[config.mk]
export PLATFORM = sky130hd
export DESIGN_NAME = branch_comparer_unit
export DESIGN_NICKNAME = d
export VERILOG_FILES = /design/src/rtl/branch_comparer_unit.sv
export SDC_FILE = /design/constraint.sdc
export NUM_CORES = 1
export LEC_CHECK = 0
export CELL_PAD_IN_SITES_DETAIL_PLACEMENT = 1
export CELL_PAD_IN_SITES_GLOBAL_PLACEMENT = 1
export CORE_AREA = 4 4 91 158
export DETAILED_ROUTE_END_ITERATION = 16
export DIE_AREA = 0 0 95 162
export MAX_ROUTING_LAYER = met4
export PLACE_DENSITY_LB_ADDON = 0.15
export SLEW_MARGIN = 0
export SYNTH_ARGS = -nofsm -noshare
export SYNTH_HDL_FRONTEND = slang
export SYNTH_SLANG_ARGS = --single-unit
[constraint.sdc]
create_clock -name i_clk -period 2.67 [get_ports i_clk]
set_input_delay 0.534 -clock i_clk [delete_from_list [all_inputs] [get_ports i_clk]]
set_output_delay 0.534 -clock i_clk [all_outputs]
set_load 0.01 [all_outputs]
[src/rtl/branch_comparer_unit.sv]
// Purpose: ID-stage branch resolution - forwarded operand compare, condition eval, registered decision.
// Latency: zero/o_taken combinational (0 cycles); o_taken_q/o_valid_q and counters 1 cycle.
// Backpressure: none; every cycle is evaluated, i_branch acts as the valid qualifier.
//
// Optional feature macro: BRANCH_CMP_STATS_EN (branch evaluated/taken statistics counters).
//
// Ports:
//   i_clk, i_rst_n          clock (rising edge), asynchronous active-low reset
//   i_rs, i_rt              register-file operands
//   i_ex_data, i_mem_data   forwarded values from EX / MEM
//   i_fwd_rs, i_fwd_rt      operand source select (00 rf, 01 EX, 10 MEM, 11 rf)
//   i_branch, i_br_op       branch valid and condition select
//   i_stats_clr             synchronous counter clear (priority over increment)
//   zero, o_taken           combinational equality and branch decision
//   o_taken_q, o_valid_q    registered decision / valid
//   o_eval_cnt, o_taken_cnt saturating statistics (tied to 0 without BRANCH_CMP_STATS_EN)
module branch_comparer_unit #(
  parameter int RBITS   = 32,
  parameter int CNTBITS = 32
) (
  input  logic               i_clk,
  input  logic               i_rst_n,
  input  logic [RBITS-1:0]   i_rs,
  input  logic [RBITS-1:0]   i_rt,
  input  logic [RBITS-1:0]   i_ex_data,
  input  logic [RBITS-1:0]   i_mem_data,
  input  logic [1:0]         i_fwd_rs,
  input  logic [1:0]         i_fwd_rt,
  input  logic               i_branch,
  input  logic [2:0]         i_br_op,
  input  logic               i_stats_clr,
  output logic               zero,
  output logic               o_taken,
  output logic               o_taken_q,
  output logic               o_valid_q,
  output logic [CNTBITS-1:0] o_eval_cnt,
  output logic [CNTBITS-1:0] o_taken_cnt
);

  logic [RBITS-1:0] rs_eff;
  logic [RBITS-1:0] rt_eff;
  logic             rs_neg;
  logic             rs_is_zero;
  logic             cond;

  // Select code 11 is reserved and falls back to the register file.
  always_comb begin
    rs_eff = i_rs;
    case (i_fwd_rs)
      2'b01:   rs_eff = i_ex_data;
      2'b10:   rs_eff = i_mem_data;
      default: rs_eff = i_rs;
    endcase
  end

  always_comb begin
    rt_eff = i_rt;
    case (i_fwd_rt)
      2'b01:   rt_eff = i_ex_data;
      2'b10:   rt_eff = i_mem_data;
      default: rt_eff = i_rt;
    endcase
  end

  assign zero       = (rs_eff == rt_eff);
  // Sign tests against zero need only the MSB and an all-zero detect.
  assign rs_neg     = rs_eff[RBITS-1];
  assign rs_is_zero = (rs_eff == '0);

  always_comb begin
    cond = 1'b0;
    case (i_br_op)
      3'b000:  cond = zero;                   // BEQ
      3'b001:  cond = ~zero;                  // BNE
      3'b010:  cond = rs_neg | rs_is_zero;    // BLEZ
      3'b011:  cond = ~rs_neg & ~rs_is_zero;  // BGTZ
      3'b100:  cond = rs_neg;                 // BLTZ
      3'b101:  cond = ~rs_neg;                // BGEZ
      default: cond = 1'b0;
    endcase
  end

  assign o_taken = i_branch & cond;

  always_ff @(posedge i_clk or negedge i_rst_n) begin
    if (!i_rst_n) begin
      o_taken_q <= 1'b0;
      o_valid_q <= 1'b0;
    end else begin
      o_taken_q <= o_taken;
      o_valid_q <= i_branch;
    end
  end

`ifdef BRANCH_CMP_STATS_EN
  logic [CNTBITS-1:0] eval_cnt;
  logic [CNTBITS-1:0] taken_cnt;

  // Counters stick at all-ones rather than wrapping; clear beats increment.
  always_ff @(posedge i_clk or negedge i_rst_n) begin
    if (!i_rst_n) begin
      eval_cnt  <= '0;
      taken_cnt <= '0;
    end else if (i_stats_clr) begin
      eval_cnt  <= '0;
      taken_cnt <= '0;
    end else if (i_branch) begin
      if (eval_cnt != '1) begin
        eval_cnt <= eval_cnt + 1'b1;
      end
      if (o_taken && (taken_cnt != '1)) begin
        taken_cnt <= taken_cnt + 1'b1;
      end
    end
  end

  assign o_eval_cnt  = eval_cnt;
  assign o_taken_cnt = taken_cnt;
`else
  logic unused_stats_clr;
  assign unused_stats_clr = i_stats_clr;
  assign o_eval_cnt       = '0;
  assign o_taken_cnt      = '0;
`endif

endmodule

==> key figures, run 1 <==
Outcome
  • Status: complete, but fails checks
  • Failing checks: negative setup slack

Floorplan
  • Die X: 95 µm
  • Initial Utilization: 21.5%
  • Die height: 162 µm
  • Std-Cell Rows: 56
  • I/O pins: 207
  • Die area: 15400 µm²
  • Core area: 13200 µm²

GRT
  • GRT Residual Overflow: 0
  • Number of global-route vias before repair: 4215
  • Most used routing layer: met2
  • First-pass GRT wire length: 22900 µm
  • Number of antenna violations at the first check in global routing: 0
  • Global routing usage on met2: 37.2%
  • Met3 usage: 2.97%
  • GRT Total Usage: 19.5%
  • GRT met1 Usage: 20.4%
  • Largest net degree at the start of global routing: 24

Cells and area
  • Proportion of layout cells with a drive suffix above 1: 33.5%
  • # fillers: 1545
  • Register area: 50.0 µm²
  • Synthesis-to-layout area growth: 105%
  • Area of the multi-input gates: 2860 µm²
  • Nets: 718
  • Final std cells w/o fill: 747
  • N_diodes: 0
  • Final core occ: 44.0%

Clock network
  • Clock tree buffer depth: 2
  • Num CTS Buffers: 3
  • Worst-path clk slew: 0.03 ns
  • Max H-tree Level: 1
  • Clock sink total: 2
  • CTS Root Cell: clkbuf_16
  • CTS tree: built

Yosys
  • Synth cell count leaders: 67 x buf_4, 33 x o211ai_1
  • Share of flip-flops with an asynchronous set or reset: 100%
  • Largest cells by area after synthesis: buf_4 18%, a221oi_2 17%, a221o_1 11%
  • Synth Instances: 348
  • Netlist cell types: 25
  • Register area share after synthesis: 1.77%
  • EDFF count, synth: 0
  • Dominant cell type by area after synthesis: buf_4
  • Synth top area share: 17.8%
  • Synth Register Bits: 2
  • Ys Warns: 0
  • Mapped cell area: 2830 µm²
  • Top FF cell, synth: dfrtp_1
  • Cell with the most instances after synthesis: buf_4
  • Synth Area per Inst: 8.14 µm²

Critical path
  • CP peak stage delay: 0.30 ns
  • Slowest CP cell: nor4_2
  • Critical Path AT: 2.88 ns
  • CP required: 2.14 ns
  • Crit path cell chain: buf_8 > buf_6 > ha_4 > buf_12 > buf_8 > a221oi_4 > buf_4 > a211o_1 > nand4_1 > nor4_2 > buf_4 > and4_4 > nand4_1 > o211ai_1 > buf_2
  • CP Launch Type: input port
  • Crit path max fanout: 7
  • CP Capture Type: output port
  • WS Path Type: in -> out

Timing
  • Endpoints failing setup: 2
  • Final hold viol count: 0
  • Highest clock rate: 0.293 GHz
  • Fin worst setup slack: -0.741 ns
  • Tmin final: 3.41 ns
  • Final slew viol count: 0
  • Worst Hold Slack: 0.490 ns
  • Final worst path period share: 128%
  • Fin Setup TNS: -1.35 ns
  • RSZ-0062 raised after global routing: yes

Power and ir drop
  • Sequential Power Share: 2.1%
  • P_int: 942 µW
  • PwrDens: 272 nW/µm²
  • Comb pwr share: 83.6%
  • Static leakage: 0.00226 µW
  • Switch Pwr: 632 µW
  • Net Sw Frac: 40.1%
  • Max VDD drop: 0.144 mV
  • Clk pwr share: 14.2%

Routing
  • Post-route ant nets: 0
  • Drc violations: 0
  • Drt wl/cell: 20.3 µm
  • DRT iter0 DRCs: 138
  • Post-Route WL: 15100 µm
  • Avg Vias per Cell: 5.11
  • Router iterations before antenna repair: 4
  • Via count: 3817

Placement
  • DPL Wire Length: 11700 µm
  • Dpl ws: -1.74 ns
  • Placed Instances: 716
  • RePlAce Congestion: 0.841
  • # port buffers: 141

Flow run
  • Max cap viols: 0

Min path
  • Hold Crit Class: in -> async
## registers in the layout (all words and copies together), names as in the netlist
signal / count
o_taken_q: 1
o_valid_q: 1
## per-layer routing
| metal | share of wire (%) | vias to the layer above |
|---|---|---|
| met5 | 0 | - |
| met4 | 2.5 | 0 |
| met3 | 6.7 | 27 |
| met2 | 56 | 165 |
| met1 | 35 | 1854 |
| li1 | - | 1771 |
## power by group through the flow
| stage | clock network [µW] | logic, µW | registers, µW |
|---|---|---|---|
| 2_1_floorplan | 0 | 650 | 34.7 |
| 3_3_place_gp | 0 | 1080 | 33.4 |
| 3_5_place_dp | 0 | 1100 | 33.8 |
| 4_1_cts | 229 | 1280 | 33.6 |
| 5_1_grt | 233 | 1410 | 33.7 |
| 6_report | 224 | 1320 | 33.6 |
## critical path: cells and delay by family
kind	cells	cell delay [ns]
buffers and inverters	7	0.96
adders and majority gates	1	0.17
AOI/OAI and AO/OA	3	0.46
and+or+nand+nor	4	0.75
## layout make-up
type,instances,share of cell area [%]
clock buffers,3,1.30
repair buffers,249,44.1
multi-input cells,313,49.4
flip-flops and latches,2,0.864
well taps,174,3.76
inverters,6,0.518
## cells by family (layout without fill, tap and decap cells)
logic type,after synthesis,count (layout),synth area share (%)
other cells,1,64,0.132
compound gates,147,147,51.0
flops,2,2,1.77
mux,1,1,0.354
buf+inv,96,258,23.6
fa+ha+maj,4,4,1.77
xor+xnor,1,1,0.309
simple gates,96,96,21.1
## timing repair
item,in CTS,in global routing
endpoints found under the hold margin,0,0
gates resized for setup,84,22
buffers inserted,20,5
pin swaps,38,9
hold buffers,0,0
endpoints found under the setup margin,3,3
cloned,3,0
## final timing paths
kind | cells past startpoint | end | slack (ns) | startpoint
hold / removal | 1 | o_valid_q$_DFF_PN0_ | 0.49 | i_rst_n
min in group i_clk | 1 | o_valid_q$_DFF_PN0_ | 0.90 | i_branch
max in group asynchronous | 1 | o_taken_q$_DFF_PN0_ | 2.05 | i_rst_n
setup / recovery | 15 | o_taken | -0.74 | i_fwd_rs[0]
## stage by stage
stage,total power [µW],cell area (µm²)
global route,1670,5790
finish,1570,5790
detailed placement,1130,4970
global placement,1110,4970
CTS,1540,5660
floorplan,685,3320
## cell usage in the layout (no fill, tap or decap), types with 2 or more instances in the layout
master	n
nor2b_2	21
ha_4	3
nand2b_1	32
o211ai_1	33
a221oi_4	29
nor2b_1	8
o22ai_1	10
nand4_1	19
clkbuf_16	3
a221oi_2	3
buf_6	13
inv_1	4
buf_16	3
nor4_1	3
buf_8	3
nand3_1	2
buf_2	3
a221o_1	32
dfrtp_1	2
nor2b_4	3
a211o_1	32
nor4_2	5
o22ai_2	6
buf_4	74
conb_1	64
clkdlybuf4s50_1	135
buf_12	18
No activity file was read; power rests on OpenSTA's default activity.
==> run 2: changes to the inputs <==
--- a/config.mk
+++ b/config.mk
@@ -7,9 +7,9 @@
 export LEC_CHECK = 0
 export CELL_PAD_IN_SITES_DETAIL_PLACEMENT = 1
 export CELL_PAD_IN_SITES_GLOBAL_PLACEMENT = 1
-export CORE_AREA = 4 4 91 158
+export CORE_AREA = 4 4 101 142
 export DETAILED_ROUTE_END_ITERATION = 16
-export DIE_AREA = 0 0 95 162
+export DIE_AREA = 0 0 105 146
 export MAX_ROUTING_LAYER = met4
 export PLACE_DENSITY_LB_ADDON = 0.15
 export SLEW_MARGIN = 0
==> constraint.sdc (replaced) <==
create_clock -name i_clk -period 2.74 [get_ports i_clk]
set_input_delay 0.548 -clock i_clk [delete_from_list [all_inputs] [get_ports i_clk]]
set_output_delay 0.548 -clock i_clk [all_outputs]
set_load 0.01 [all_outputs]
==> run 2 against run 1 <==
Compared with the run above:
- the run still ends with negative setup slack left
- cell area down 9.1%
- global-route usage down 1.8 points
- sequential power down 4%
- cell count down 6.7%
- clock power down 2%
- hold slack better by 0.0032 ns
- wire length down 7.7%
- setup slack better by 0.097 ns
- critical path type unchanged
- largest power group unchanged
==> key figures, run 2 (synthesized netlist as in run 1, its figures left out) <==
Outcome
  • Status: complete, but fails checks
  • Failing checks: negative setup slack

Floorplan
  • Die area: 15300 µm²
  • Initial Utilization: 21.6%
  • Die height: 146 µm
  • Die X: 105 µm
  • Core area: 13100 µm²
  • I/O pins: 207
  • Std-Cell Rows: 50

Cells and area
  • # fillers: 1548
  • Biggest regs: o_taken_q x1, o_valid_q x1
  • N_diodes: 0
  • Synthesis-to-layout area growth: 85.9%
  • Most frequent cells in the layout: 132 x clkdlybuf4s50_1, 64 x conb_1, 57 x buf_4
  • Most common cell after layout, fill and taps aside: clkdlybuf4s50_1
  • Proportion of layout cells with a drive suffix above 1: 27.2%
  • Nets: 686

Power and ir drop
  • Max VDD drop: 0.114 mV
  • Static leakage: 0.00204 µW
  • PwrDens: 267 nW/µm²

Placement
  • RePlAce Congestion: 0.810
  • DPL Wire Length: 10900 µm
  • Dpl ws: -1.72 ns
  • # port buffers: 141

GRT
  • First-pass GRT wire length: 21800 µm
  • GRT Residual Overflow: 0
  • Number of global-route vias before repair: 3989
  • Number of antenna violations at the first check in global routing: 0
  • Largest net degree at the start of global routing: 28
  • GRT Total Usage: 17.7%

Flow run
  • Max cap viols: 0

Routing
  • Via count: 3626
  • Post-Route WL: 14000 µm
  • Router iterations before antenna repair: 4
  • Avg Vias per Cell: 5.20
  • Drc violations: 0
  • Drt wl/cell: 20.1 µm
  • Post-route ant nets: 0
  • DRT iter0 DRCs: 98

Clock network
  • Num CTS Buffers: 3
  • CTS Root Cell: clkbuf_16
  • Hold_buf cts: 0
  • Clock sink total: 2
  • Max H-tree Level: 1
  • Worst-path clk slew: 0.03 ns
  • CTS tree: built
  • Clock tree buffer depth: 2

Critical path
  • CP Launch Type: input port
  • CP Capture Type: output port
  • Crit path max fanout: 7
  • Critical Path AT: 2.84 ns
  • CP required: 2.19 ns
  • WS Path Type: in -> out

Timing
  • Final worst path period share: 124%
  • Final hold viol count: 0
  • Final slew viol count: 0
  • RSZ-0062 raised after global routing: yes
  • Tmin final: 3.38 ns
  • Worst Hold Slack: 0.493 ns
  • Highest clock rate: 0.296 GHz
  • Endpoints failing setup: 2
  • Fin Setup TNS: -1.18 ns
  • Fin worst setup slack: -0.644 ns

Min path
  • Hold Crit Class: in -> async
[run 2: power breakdown]
group | switching, µW | leakage [µW] | internal, µW | total [µW]
clock network | 32.9 | 0.0000370 | 186 | 219
logic | 537 | 0.00198 | 616 | 1150
registers | 0.570 | 0.0000249 | 31.8 | 32.4
total | 571 | 0.00204 | 833 | 1400
[run 2: final timing paths]
path,start,endpoint,cells after the start
max in group asynchronous,i_rst_n,o_valid_q$_DFF_PN0_,1
setup / recovery,i_fwd_rt[1],o_taken,13
min in group i_clk,i_branch,o_valid_q$_DFF_PN0_,1
hold / removal,i_rst_n,o_taken_q$_DFF_PN0_,1
[run 2: critical path, stage by stage]
cell and delay (ns):
buf_6 0.10, buf_6 0.11, ha_4 0.26, buf_12 0.15
a221o_1 0.29, o211ai_1 0.10, nand4_1 0.15, nor4_2 0.36
buf_4 0.16, and4_4 0.23, nand4_1 0.09, o211ai_1 0.12
buf_2 0.17
[run 2: routing by layer]
metal	share of wire [%]	routed length (µm)	global-route usage, %
met5	0	0	-
met2	53	7430	33.1
met1	40	5650	20.8
met4	1.1	159	2.69
met3	5.3	742	1.64
[run 2: repair_timing]
| action | in CTS | in global routing |
|---|---|---|
| resized for setup | 60 | 13 |
| setup endpoints to repair | 3 | 3 |
| pin swaps | 19 | 7 |
| cloned | 4 | 0 |
| buffers inserted | 8 | 0 |
| endpoints found under the hold margin | 0 | 0 |
[run 2: stage by stage]
step	utilization, %	instances	total power, µW	instance area [µm²]
after floorplan	-	411	667	3320
after global placement	36.4	682	1040	4790
after detailed placement	36.4	682	1050	4790
after CTS	39.4	697	1380	5180
after global routing	40.1	697	1500	5270
final	40.1	697	1400	5270
[run 2: final cells by class]
| type | instances | area [µm²] | share of cell area (%) |
|---|---|---|---|
| inverters | 6 | 30.0 | 0.570 |
| clock buffers | 3 | 75.1 | 1.43 |
| flip-flops and latches | 2 | 50.0 | 0.951 |
| repair buffers | 217 | 2220 | 42.2 |
| well taps | 156 | 195 | 3.71 |
| multi-input cells | 313 | 2700 | 51.2 |
==> run 3: changes to the inputs <==
--- a/config.mk
+++ b/config.mk
@@ -10,6 +10,8 @@
 export CORE_AREA = 4 4 101 142
 export DETAILED_ROUTE_END_ITERATION = 16
 export DIE_AREA = 0 0 105 146
+export GPL_TIMING_DRIVEN = 0
+export HOLD_SLACK_MARGIN = 0.1
 export MAX_ROUTING_LAYER = met4
 export PLACE_DENSITY_LB_ADDON = 0.15
 export SLEW_MARGIN = 0
==> run 3 against run 2 <==
Compared with the run above:
- the run still ends with negative setup slack left
- first-iteration DRC count increased by 27%
- power increased by 3.8%
- cell area increased by 5.6%
- critical path type unchanged
- wire length increased by 6.7%
- sequential share of layout area decreased by 0.050 points
- flip-flop and latch count unchanged
- critical endpoint unchanged
- setup slack improved by 0.00065 ns
- count of clock-buffer cells in the layout unchanged
==> key figures, run 3 (synthesized netlist as in run 1, its figures left out) <==
Critical path
  • Setup crit end: o_taken
  • Crit path max fanout: 6
  • Critical Path AT: 2.84 ns
  • CP Launch Type: input port
  • CP Launch Point: i_fwd_rt[0]
  • CP required: 2.19 ns
  • CP Capture Type: output port
  • WS Path Type: in -> out

Timing
  • Fin worst setup slack: -0.643 ns
  • Final worst path period share: 123%
  • Highest clock rate: 0.296 GHz
  • Final slew viol count: 0
  • RSZ-0062 raised after global routing: yes
  • Fin Setup TNS: -1.10 ns
  • Final hold viol count: 0
  • Tmin final: 3.38 ns
  • Endpoints failing setup: 2

Clock network
  • Max H-tree Level: 1
  • CTS Root Cell: clkbuf_16
  • CTS tree: built
  • Worst-path clk slew: 0.03 ns
  • Clock sink total: 2
  • Hold_buf cts: 0
  • Num CTS Buffers: 3
  • Clock tree buffer depth: 2

Routing
  • Drc violations: 0
  • Post-route ant nets: 0
  • Drt wl/cell: 20.5 µm
  • Post-Route WL: 14900 µm
  • Via count: 3766
  • Router iterations before antenna repair: 4
  • Avg Vias per Cell: 5.18
  • DRT iter0 DRCs: 124

Cells and area
  • Most common cell after layout, fill and taps aside: clkdlybuf4s50_1
  • Nets: 716
  • Final std cells w/o fill: 727
  • Layout Cell Area excl Fill: 5560 µm²
  • # fillers: 1557
  • N_diodes: 0
  • Synthesis-to-layout area growth: 96.3%
  • Biggest regs: o_taken_q x1, o_valid_q x1
  • Most frequent cells in the layout: 135 x clkdlybuf4s50_1, 79 x buf_4, 64 x conb_1
  • Proportion of layout cells with a drive suffix above 1: 33.1%

Min path
  • Hold Crit Class: in -> async

GRT
  • Most used routing layer: met2
  • GRT met1 Usage: 21.5%
  • Number of antenna violations at the first check in global routing: 0
  • Met3 usage: 2.80%
  • First-pass GRT wire length: 22800 µm
  • GRT Residual Overflow: 0
  • GRT Total Usage: 18.8%
  • Largest net degree at the start of global routing: 11
  • Global routing usage on met2: 34.3%
  • Number of global-route vias before repair: 4196

Floorplan
  • Std-Cell Rows: 50
  • Die height: 146 µm
  • I/O pins: 207
  • Core area: 13100 µm²
  • Die X: 105 µm
  • Die area: 15300 µm²
  • Initial Utilization: 21.6%

Outcome
  • Status: complete, but fails checks
  • Failing checks: negative setup slack

Placement
  • Placed Instances: 708
  • RePlAce Congestion: 0.822
  • Placed inst area: 4930 µm²
  • DPL Wire Length: 11900 µm
  • # port buffers: 141
  • Dpl ws: -1.72 ns

Flow run
  • Max cap viols: 0

Power and ir drop
  • Max VDD drop: 0.108 mV
  • Static leakage: 0.00224 µW
  • PwrDens: 262 nW/µm²
==> run 3: changes by cell type in the layout (fill, tap and decap cells not counted), sizes merged <==
cell | previous run | this run
buf | 80 | 108
clkdlybuf4s50 | 132 | 135
dlygate4sd2 | 3 | 0
clkbuf | 3 | 5
==> run 3: worst max-delay path, cell delays in order <==
cell and delay (ns):
buf_6 0.10, inv_6 0.03, ha_4 0.27, buf_6 0.14, buf_4 0.13, a221o_1 0.29
o211ai_1 0.10, nand4_1 0.17, nor4_2 0.36, and4_4 0.30, buf_4 0.12, o211ai_1 0.12
buf_2 0.16
==> run 3: cell type report <==
class	instances	area [µm²]	share of cell area [%]
clock buffers	3	75.1	1.35
multi-input cells	313	2800	50.3
plain buffers	88	796	14.3
inverters	6	30.0	0.540
well taps	156	195	3.51
repair buffers	159	1620	29.1
flip-flops and latches	2	50.0	0.900
==> run 3: worst min path at each step <==
stage	from	to	cells past startpoint
2_1_floorplan	i_rst_n	o_taken_q$_DFF_PN0_	0
3_3_place_gp	i_rst_n	o_taken_q$_DFF_PN0_	1
3_5_place_dp	i_rst_n	o_taken_q$_DFF_PN0_	1
4_1_cts	i_rst_n	o_valid_q$_DFF_PN0_	1
5_1_grt	i_rst_n	o_valid_q$_DFF_PN0_	1
6_report	i_rst_n	o_valid_q$_DFF_PN0_	1
==> run 3: power breakdown <==
part           internal [µW]  switching (µW)
clock network            186            35.0
logic                    646             559
registers               31.8           0.423
total                    863             594
==> run 3: repair_timing <==
item | CTS | global route
pin swaps | 25 | 17
resized for setup | 94 | 27
setup endpoints to repair | 3 | 3
buffers inserted | 6 | 10
gates cloned | 2 | 0
==> run 3: per-stage QoR <==
step           total power, µW  hold slack (ns)  utilization (%)
2_1_floorplan              667            0.252                -
3_3_place_gp              1040            0.715             37.5
3_5_place_dp              1060            0.722             37.5
4_1_cts                   1410            0.489             41.2
5_1_grt                   1550            0.503             42.3
6_report                  1460            0.491             42.3
==> run 3: metal layers <==
metal | routed length, µm | vias to the layer above
met5 | 0 | -
met4 | 304 | 0
met3 | 846 | 24
met2 | 7720 | 173
met1 | 6040 | 1800
li1 | - | 1769
